$ cat config.mk
export PLATFORM = sky130hd
export DESIGN_NAME = adc_avg_filter_flat
export DESIGN_NICKNAME = d
export VERILOG_FILES = /design/src/rtl/adc_avg_filter_pkg.sv /design/src/rtl/adc_avg_filter_if.sv /design/src/rtl/adc_avg_filter_ram.sv /design/src/rtl/adc_avg_filter.sv /design/src/flat_wrapper.sv
export SDC_FILE = /design/constraint.sdc
export NUM_CORES = 1
export LEC_CHECK = 0
export CAP_MARGIN = 15
export CORE_UTILIZATION = 61
export CTS_BUF_LIST = sky130_fd_sc_hd__clkbuf_4 sky130_fd_sc_hd__clkbuf_8 sky130_fd_sc_hd__clkbuf_16
export CTS_CLUSTER_DIAMETER = 60
export CTS_CLUSTER_SIZE = 30
export DETAILED_ROUTE_END_ITERATION = 8
export PLACE_DENSITY = 0.83
export SLEW_MARGIN = 20
export SYNTH_ARGS = -nofsm -noshare
export SYNTH_HDL_FRONTEND = slang
export SYNTH_SLANG_ARGS = --single-unit
$ cat constraint.sdc
create_clock -name clk -period 8.1 [get_ports clk]
set_input_delay 2.43 -clock clk [delete_from_list [all_inputs] [get_ports clk]]
set_output_delay 2.43 -clock clk [all_outputs]
set_load 0.005 [all_outputs]
$ cat src/rtl/adc_avg_filter_pkg.sv
// Shared definitions for the ADC moving-average filter: defaults, state encoding, sum width.
package adc_avg_defs;

  localparam int DEF_DW    = 8;
  localparam int DEF_LOG2N = 3;
  localparam int SUMW      = DEF_DW + DEF_LOG2N;

  typedef enum logic {
    ST_FILL = 1'b0,
    ST_RUN  = 1'b1
  } state_t;

  // N samples of (2^dw - 1) fit exactly in dw+log2n bits.
  function automatic int sum_width(input int dw, input int log2n);
    return dw + log2n;
  endfunction

endpackage

$ cat src/rtl/adc_avg_filter_if.sv
// Sample-in / average-out bus between the ADC capture stage and the filter.
interface adc_avg_filter_if
  import adc_avg_defs::*;
#(
  parameter int DW = DEF_DW
);

  logic          in_valid;
  logic [DW-1:0] in_data;
  logic          out_valid;
  logic [DW-1:0] out_data;
  logic          full;

  modport master (
    output in_valid,
    output in_data,
    input  out_valid,
    input  out_data,
    input  full
  );

  modport slave (
    input  in_valid,
    input  in_data,
    output out_valid,
    output out_data,
    output full
  );

endinterface

$ cat src/rtl/adc_avg_filter_ram.sv
// Window storage: register file with one synchronous write port and one asynchronous read port.
module avg_window_ram #(
  parameter int DW = 8,
  parameter int AW = 3
) (
  input  logic          clk,
  input  logic          we,
  input  logic [AW-1:0] waddr,
  input  logic [DW-1:0] wdata,
  input  logic [AW-1:0] raddr,
  output logic [DW-1:0] rdata
);

  logic [DW-1:0] r_mem [2**AW];

  always_ff @(posedge clk) begin
    if (we) r_mem[waddr] <= wdata;
  end

  assign rdata = r_mem[raddr];

endmodule

$ cat src/rtl/adc_avg_filter.sv
// Moving-average filter over the last 2^LOG2N ADC samples; emits the truncated mean per sample.
module adc_avg_filter
  import adc_avg_defs::*;
#(
  parameter int DW    = DEF_DW,
  parameter int LOG2N = DEF_LOG2N
) (
  input  logic             clk,
  input  logic             n_rst,
  input  logic             clear,
  adc_avg_filter_if.slave  bus
);

  localparam int              N        = 1 << LOG2N;
  localparam int              SW       = sum_width(DW, LOG2N);
  localparam logic [LOG2N:0]  CNT_FULL = (LOG2N+1)'(N);
  localparam logic [LOG2N:0]  CNT_LAST = (LOG2N+1)'(N - 1);

  state_t           r_state, w_state_nxt;
  logic [LOG2N-1:0] r_wr_ptr;
  logic [LOG2N:0]   r_fill_cnt;
  logic [SW-1:0]    r_sum, w_sum_nxt;
  logic [DW-1:0]    w_rdata, w_oldest;
  logic             w_accept, w_fill_done, w_emit;
  logic             r_out_valid, r_full;
  logic [DW-1:0]    r_out_data;

  // Read and write share r_wr_ptr: the read sees the slot's old contents before this edge overwrites it.
  avg_window_ram #(.DW(DW), .AW(LOG2N)) u_ram (
    .clk   (clk),
    .we    (w_accept),
    .waddr (r_wr_ptr),
    .wdata (bus.in_data),
    .raddr (r_wr_ptr),
    .rdata (w_rdata)
  );

  always_comb begin
    w_accept    = bus.in_valid && !clear;
    w_fill_done = (r_state == ST_FILL) && (r_fill_cnt == CNT_LAST);
    // Stale buffer contents after clear are masked by treating the evicted sample as 0 while filling.
    w_oldest    = (r_state == ST_RUN) ? w_rdata : '0;
    w_sum_nxt   = r_sum + SW'(bus.in_data) - SW'(w_oldest);
    w_emit      = w_accept && ((r_state == ST_RUN) || w_fill_done);
    w_state_nxt = r_state;
    if (clear)                     w_state_nxt = ST_FILL;
    else if (w_accept && w_fill_done) w_state_nxt = ST_RUN;
  end

  always_ff @(posedge clk or negedge n_rst) begin
    if (!n_rst) r_state <= ST_FILL;
    else        r_state <= w_state_nxt;
  end

  always_ff @(posedge clk or negedge n_rst) begin
    if (!n_rst) begin
      r_wr_ptr    <= '0;
      r_fill_cnt  <= '0;
      r_sum       <= '0;
      r_out_valid <= 1'b0;
      r_out_data  <= '0;
      r_full      <= 1'b0;
    end else begin
      r_full      <= (w_state_nxt == ST_RUN);
      r_out_valid <= w_emit;
      if (clear) begin
        r_wr_ptr   <= '0;
        r_fill_cnt <= '0;
        r_sum      <= '0;
      end else if (w_accept) begin
        r_wr_ptr <= r_wr_ptr + 1'b1;
        r_sum    <= w_sum_nxt;
        if (r_fill_cnt != CNT_FULL) r_fill_cnt <= r_fill_cnt + 1'b1;
      end
      if (w_emit) r_out_data <= w_sum_nxt[SW-1:LOG2N];
    end
  end

  assign bus.out_valid = r_out_valid;
  assign bus.out_data  = r_out_data;
  assign bus.full      = r_full;

endmodule

$ cat src/flat_wrapper.sv
// flat-port wrapper written by rule: the top's interface ports become plain ports
module adc_avg_filter_flat import adc_avg_defs::*;
#(
  parameter int DW    = DEF_DW,
  parameter int LOG2N = DEF_LOG2N
)
  (clk, n_rst, clear, bus_in_valid, bus_in_data, bus_out_valid, bus_out_data, bus_full);
  adc_avg_filter_if #(.DW(DW)) bus_i ();
  input  logic clk;
  input  logic n_rst;
  input  logic clear;
  input wire logic [$bits(bus_i.in_valid)-1:0] bus_in_valid;
  input wire logic [$bits(bus_i.in_data)-1:0] bus_in_data;
  output wire logic [$bits(bus_i.out_valid)-1:0] bus_out_valid;
  output wire logic [$bits(bus_i.out_data)-1:0] bus_out_data;
  output wire logic [$bits(bus_i.full)-1:0] bus_full;
  assign bus_i.in_valid = bus_in_valid;
  assign bus_i.in_data = bus_in_data;
  assign bus_out_valid = bus_i.out_valid;
  assign bus_out_data = bus_i.out_data;
  assign bus_full = bus_i.full;
  adc_avg_filter #(.DW(DW), .LOG2N(LOG2N)) u_core (.clk(clk), .n_rst(n_rst), .clear(clear), .bus(bus_i));
endmodule
* Word-level counts from Yosys, hierarchy flattened
Memories as Yosys holds them, arrays and structs flattened.
Cells that the tools add are included.
** Word-level totals
- Logic and storage cells :: 36
- RAM bits :: 64
- Output and inout bits :: 10
- Input port bits :: 12
- Memories :: 1
- Register bits :: 28
** Memories
- u_core.u_ram.r_mem :: words 8, width 8, read ports 1, clocked after memory_dff 0, wr ports 1, line adc_avg_filter_ram.sv:14 : logic [DW-1:0] r_mem [2**AW];
** Cells by class
- Multiplexer cells :: 12
- Reductions and logical operators :: 10
- Add/sub/neg operators :: 4
- Bitwise logic cells :: 1
- Equal/unequal tests :: 2
** Operator list (count)
- $mux 11 :: 2
- $mux 4 :: 3
- $add 11x8->11 :: 1
- $sub 11x8->11 :: 1
- $mux 8 :: 1
- $mux 3 :: 2
- $reduce_bool 2->1 :: 3
- $add 4x1->4 const B :: 1
- $eq 4x3->1 const B :: 1
- $logic_and 1x1->1 :: 4
- $mux 1 :: 4
- $ne 4x4->1 const B :: 1
- $add 3x1->3 const B :: 1
- $reduce_and 2->1 :: 1
- $logic_not 1->1 :: 1
- $logic_or 1x1->1 :: 1
- $not 1->1 :: 1

* Longest topological paths before layout
- Word-level depth :: 5
- Mapped depth :: 15
- Mapped depth without buffers :: 13

* Cells and area by module
From an unflattened synthesis, not the netlist that was laid out.
** Second synthesis, totals
- Cell total of the unflattened synthesis :: 342
- Area, all modules :: 4605.7 sq um
** By module, submodules not included
- avg_window_ram :: cells an instance 106, area each 2531.2 sq um, instances 1, sequential area each 1921.8 sq um
- adc_avg_filter :: cells an instance 236, area each 2074.5 sq um, instances 1, sequential area each 700.7 sq um

* Worst setup path after synthesis
OpenSTA, ideal clock, no wires.
- Path kind :: input to register
- Start :: in bus_in_data[7]
- End :: reg u_core.r_sum[10]
- Data arrival time :: 4.620 ns
- Data required time :: 7.972 ns
- Setup time :: 0.128 ns
- Slack :: 3.353 ns
- Stages on the path :: 10
- Path buffers :: 1
- Cells stage by stage :: inv_1 fa_1 inv_1 ha_1 buf_6 nand3_1 nand2_2 a211o_1 a2111oi_2 mux2_1
** On the way
- Word-level cells in the longest chain between the ends :: 4
** Ends and longest elaborated chain
- start, declared :: line flat_wrapper.sv:13 : input wire logic [$bits(bus_i.in_data)-1:0] bus_in_data;
- $add 11x8->11 :: line adc_avg_filter.sv:43 : w_sum_nxt = r_sum + SW'(bus.in_data) - SW'(w_oldest);
- $sub 11x8->11 :: line adc_avg_filter.sv:43
- $mux 11 :: line adc_avg_filter.sv:70 : end else if (w_accept) begin
- $mux 11 :: line adc_avg_filter.sv:66 : if (clear) begin
- end signal, assigned :: line adc_avg_filter.sv:72 : r_sum <= w_sum_nxt;
- end, declared :: line adc_avg_filter.sv:22 : logic [SW-1:0] r_sum, w_sum_nxt;
Every way passes these cells. The select of a mux whose other input is x is not followed.
A chain may end at the register's enable or synchronous reset.

* Final worst setup path
Same ends and word-level chain as after synthesis.

==> results.md <==
* Status: finished clean
* Total Routing Usage GR at 24.6%
* First-pass GRT wire length at about 14 mm
* Clk_lat worst skew at between 300 and 400 ps
* Placed cells at 470
* Synthesis-stage register bit count at 92
* GRT Residual Overflow at 0
* Worst Tran Pin Value at approximately 1000 ps
* Critical path data required time at about 8400 ps
* Vias in the first global route at around 2700
* Tot Pwr at ~1.2 mW
* Post-synth EDFFs at 64
* H-Tree Level Count at 3
* Commonest non-fill, non-tap cells in the layout: 64 x edfxtp_1, 41 x inv_1, 30 x nor2_1
* Total Routed Length at 8.64 mm
* Remaining antenna violation count after routing at 0
* Ys async rst share at 30.4%
* Synth Warn # at 0
* Bufs on Longest Clock Path at 2
* Final Critical Period at 5220 ps
* Slew HR at 32.4%
* Final net count at 416
* Ant. Diodes at 0
* # IOs at 22
* CP Depth at 10
* Fmax at roughly 190 MHz
* Setup Viol. Count Final at 0
* Number of I/O port buffers at 21
* VDD IR max at 0.109 mV
* Hold Path Cell Cnt at 2
* Net Count, Synth at roughly 400
* Die Wd at just under 90 um
* Vert. Die Dim at between 80 and 90 um
* Cts hold-fix bufs at 0
* FF-to-FF path depth at 11
* Setup TNS Final at 0 ps
* RSZ-0062 raised after global routing: no
* Synth area leader: edfxtp_1
* Worst Path Buf+Inv at 3
* Most common cell after layout, fill and taps aside: edfxtp_1
* Dpl hpwl at around 6 mm
* DRT iter0 DRCs at 168
* DRC at 0
* Max incr delay on CP at between 600 and 700 ps
* Area grow syn2layout at 11.2%
* Hold Path Class: reg -> reg
* Static Leak at a little under 2 nW
* Arrival time worst endpoint at 5470 ps
* Vias per cell at a little under 6
* Synth cell types at between 50 and 60
* Post-Syn Area at around 4600 um2
* CP Class: in -> reg
* Row cnt at 31
* CTS resizes at 0
* Maxcap violations at 0
* Final Hold Fails at 0
* GP Congestion at between 0.9 and 1
* Number of detailed-route iterations in the first pass at 5
* Clk slew on worst S/H paths at about 90 ps
* Crit Path Max Fanout at 9
* CTS tree: built
* CTS root buf: clkbuf_8
* Max Slew Vio Count at 0
* Main synth FF type: edfxtp_1
* Flop-to-flop setup slack at ~4000 ps
* WL/cell at ~18 um
* Synth area leaders: edfxtp_1 42%, dfrtp_1 15%, mux4_2 5.9%
* Vias post-DR at around 2800
* Worst setup EP type: register
* Top-area cell type share of the netlist area at a little over two fifths
* Startpoint types: primary input
* Core Footprint at between 7000 and 8000 um2
* Avg Inst Size Synth at around 13 um2
* Initial antenna violation count at 0
* Clock skew at roughly 13 ps
* Power Dens Cells at between 200 and 250 nW/um2
* Largest net degree at the start of global routing at 29
* Final Non-Filler Cells at 486
* Layout cells sized above 1 at 10.9%
* Post-synthesis sequential area ratio at between 50% and 60%
* Worst path slowest cell: clkdlybuf4s50_1
* Fillers at between 500 and 600
* Clock net sink count at 92
* CP Cell Sequence: clkdlybuf4s50_1 > inv_1 > fa_1 > inv_1 > ha_1 > nand3_1 > nand2_2 > a211o_1 > a2111oi_2 > mux2_1
* CTS Buf Count at 9
* Die area at 7840 um2
* Gate Count Post-Synth at 360
* Top Family by Delay on Critical Path: adder cells
* Post CTS Setup Buffer Count at 0
* Crit share post-route at 64.5%
* Most frequent CP cell: inv_1
* Initial Utilization at a little over three fifths
[kinds of logic (layout without fill, tap and decap cells)]
logic type      count (synthesis)  after routing  synth area share (%)
mux                            30             30                  9.96
simple gates                   99             99                  10.9
flops                          92             92                  57.4
fa+ha+maj                      22             22                  7.34
xor+xnor                        5              5                 0.958
buf+inv                        56             83                  4.90
compound gates                 56             56                  8.60
[power breakdown]
group	internal [mW]	switching [mW]
registers	0.525	0.0167
logic	0.131	0.172
clock network	0.148	0.171
total	0.804	0.360
[metal layers]
metal  up-vias  track usage (%)  share of wire, %
met5         -                0                 0
li1       1337                -                 -
met4         0             8.06               1.4
met2       100             39.2                50
met3        15             5.78               6.4
met1      1383             33.8                43
[layout make-up]
type	instances	area, um2	area share, %
clock buffer	9	124	2.44
sequential	92	2620	51.6
multi-input combinational	212	1730	34.0
tap	99	124	2.44
clock inverter	7	86.3	1.70
inverter	42	158	3.10
timing repair buffer	25	240	4.73
[per-stage QoR]
| stage | cell area [um2] | hold WS, ps | util (%) | setup slack, ps |
|---|---|---|---|---|
| after floorplan | 4570 | 470 | - | 3350 |
| after global placement | 4870 | 459 | 67.2 | 2610 |
| after detailed placement | 4870 | 463 | 67.2 | 2500 |
| after CTS | 5080 | 483 | 70.1 | 2890 |
| after global routing | 5080 | 505 | 70.1 | 2720 |
| final | 5080 | 481 | 70.1 | 2880 |
[synth_stat cells, types with 2 or more instances]
cell,n
a211oi_1,2
a21o_1,6
a21oi_1,12
a31oi_1,3
buf_1,2
buf_2,4
clkbuf_1,6
dfrtp_1,28
edfxtp_1,64
fa_1,8
ha_1,14
inv_1,41
mux2_2,3
mux2i_1,14
mux4_2,12
nand2_1,25
nand2b_1,5
nand3_1,6
nand3b_1,4
nand4_1,2
nor2_1,30
nor2b_1,10
nor3_1,5
o211ai_1,4
o21a_1,4
o21ai_0,7
o22ai_1,2
o311ai_0,3
o41ai_1,2
or3_1,6
xnor2_1,4
[worst reg2reg max path: stages, from the launching register on]
cell and delay (ps):
dfrtp_1 970, mux4_2 610, mux2i_1 160, nor2b_1 80
fa_1 480, inv_1 50, ha_1 400, nand3_1 150
nand2_2 100, a211o_1 330, a2111oi_2 380, mux2_1 350
[flip-flops by register name (all words and copies together), names as in the netlist]
register / flops
u_core.u_ram.r_mem: 64
u_core.r_sum: 11
u_core.bus.out_data: 8
u_core.r_fill_cnt: 4
u_core.r_wr_ptr: 3
u_core.bus.out_valid: 1
u_core.r_state: 1
[final timing paths]
check	from	to
setup / recovery	bus_in_data[7]	u_core.r_sum[10]
hold / removal	u_core.bus.out_data[0]	u_core.bus.out_data[0]
setup reg to reg	u_core.r_wr_ptr[1]	u_core.r_sum[10]
hold reg to reg	u_core.bus.out_data[0]	u_core.bus.out_data[0]
max in group asynchronous	n_rst	u_core.bus.out_data[2]
min in group asynchronous	n_rst	u_core.r_sum[2]
Note: power is estimated with default switching activity, not from simulation.
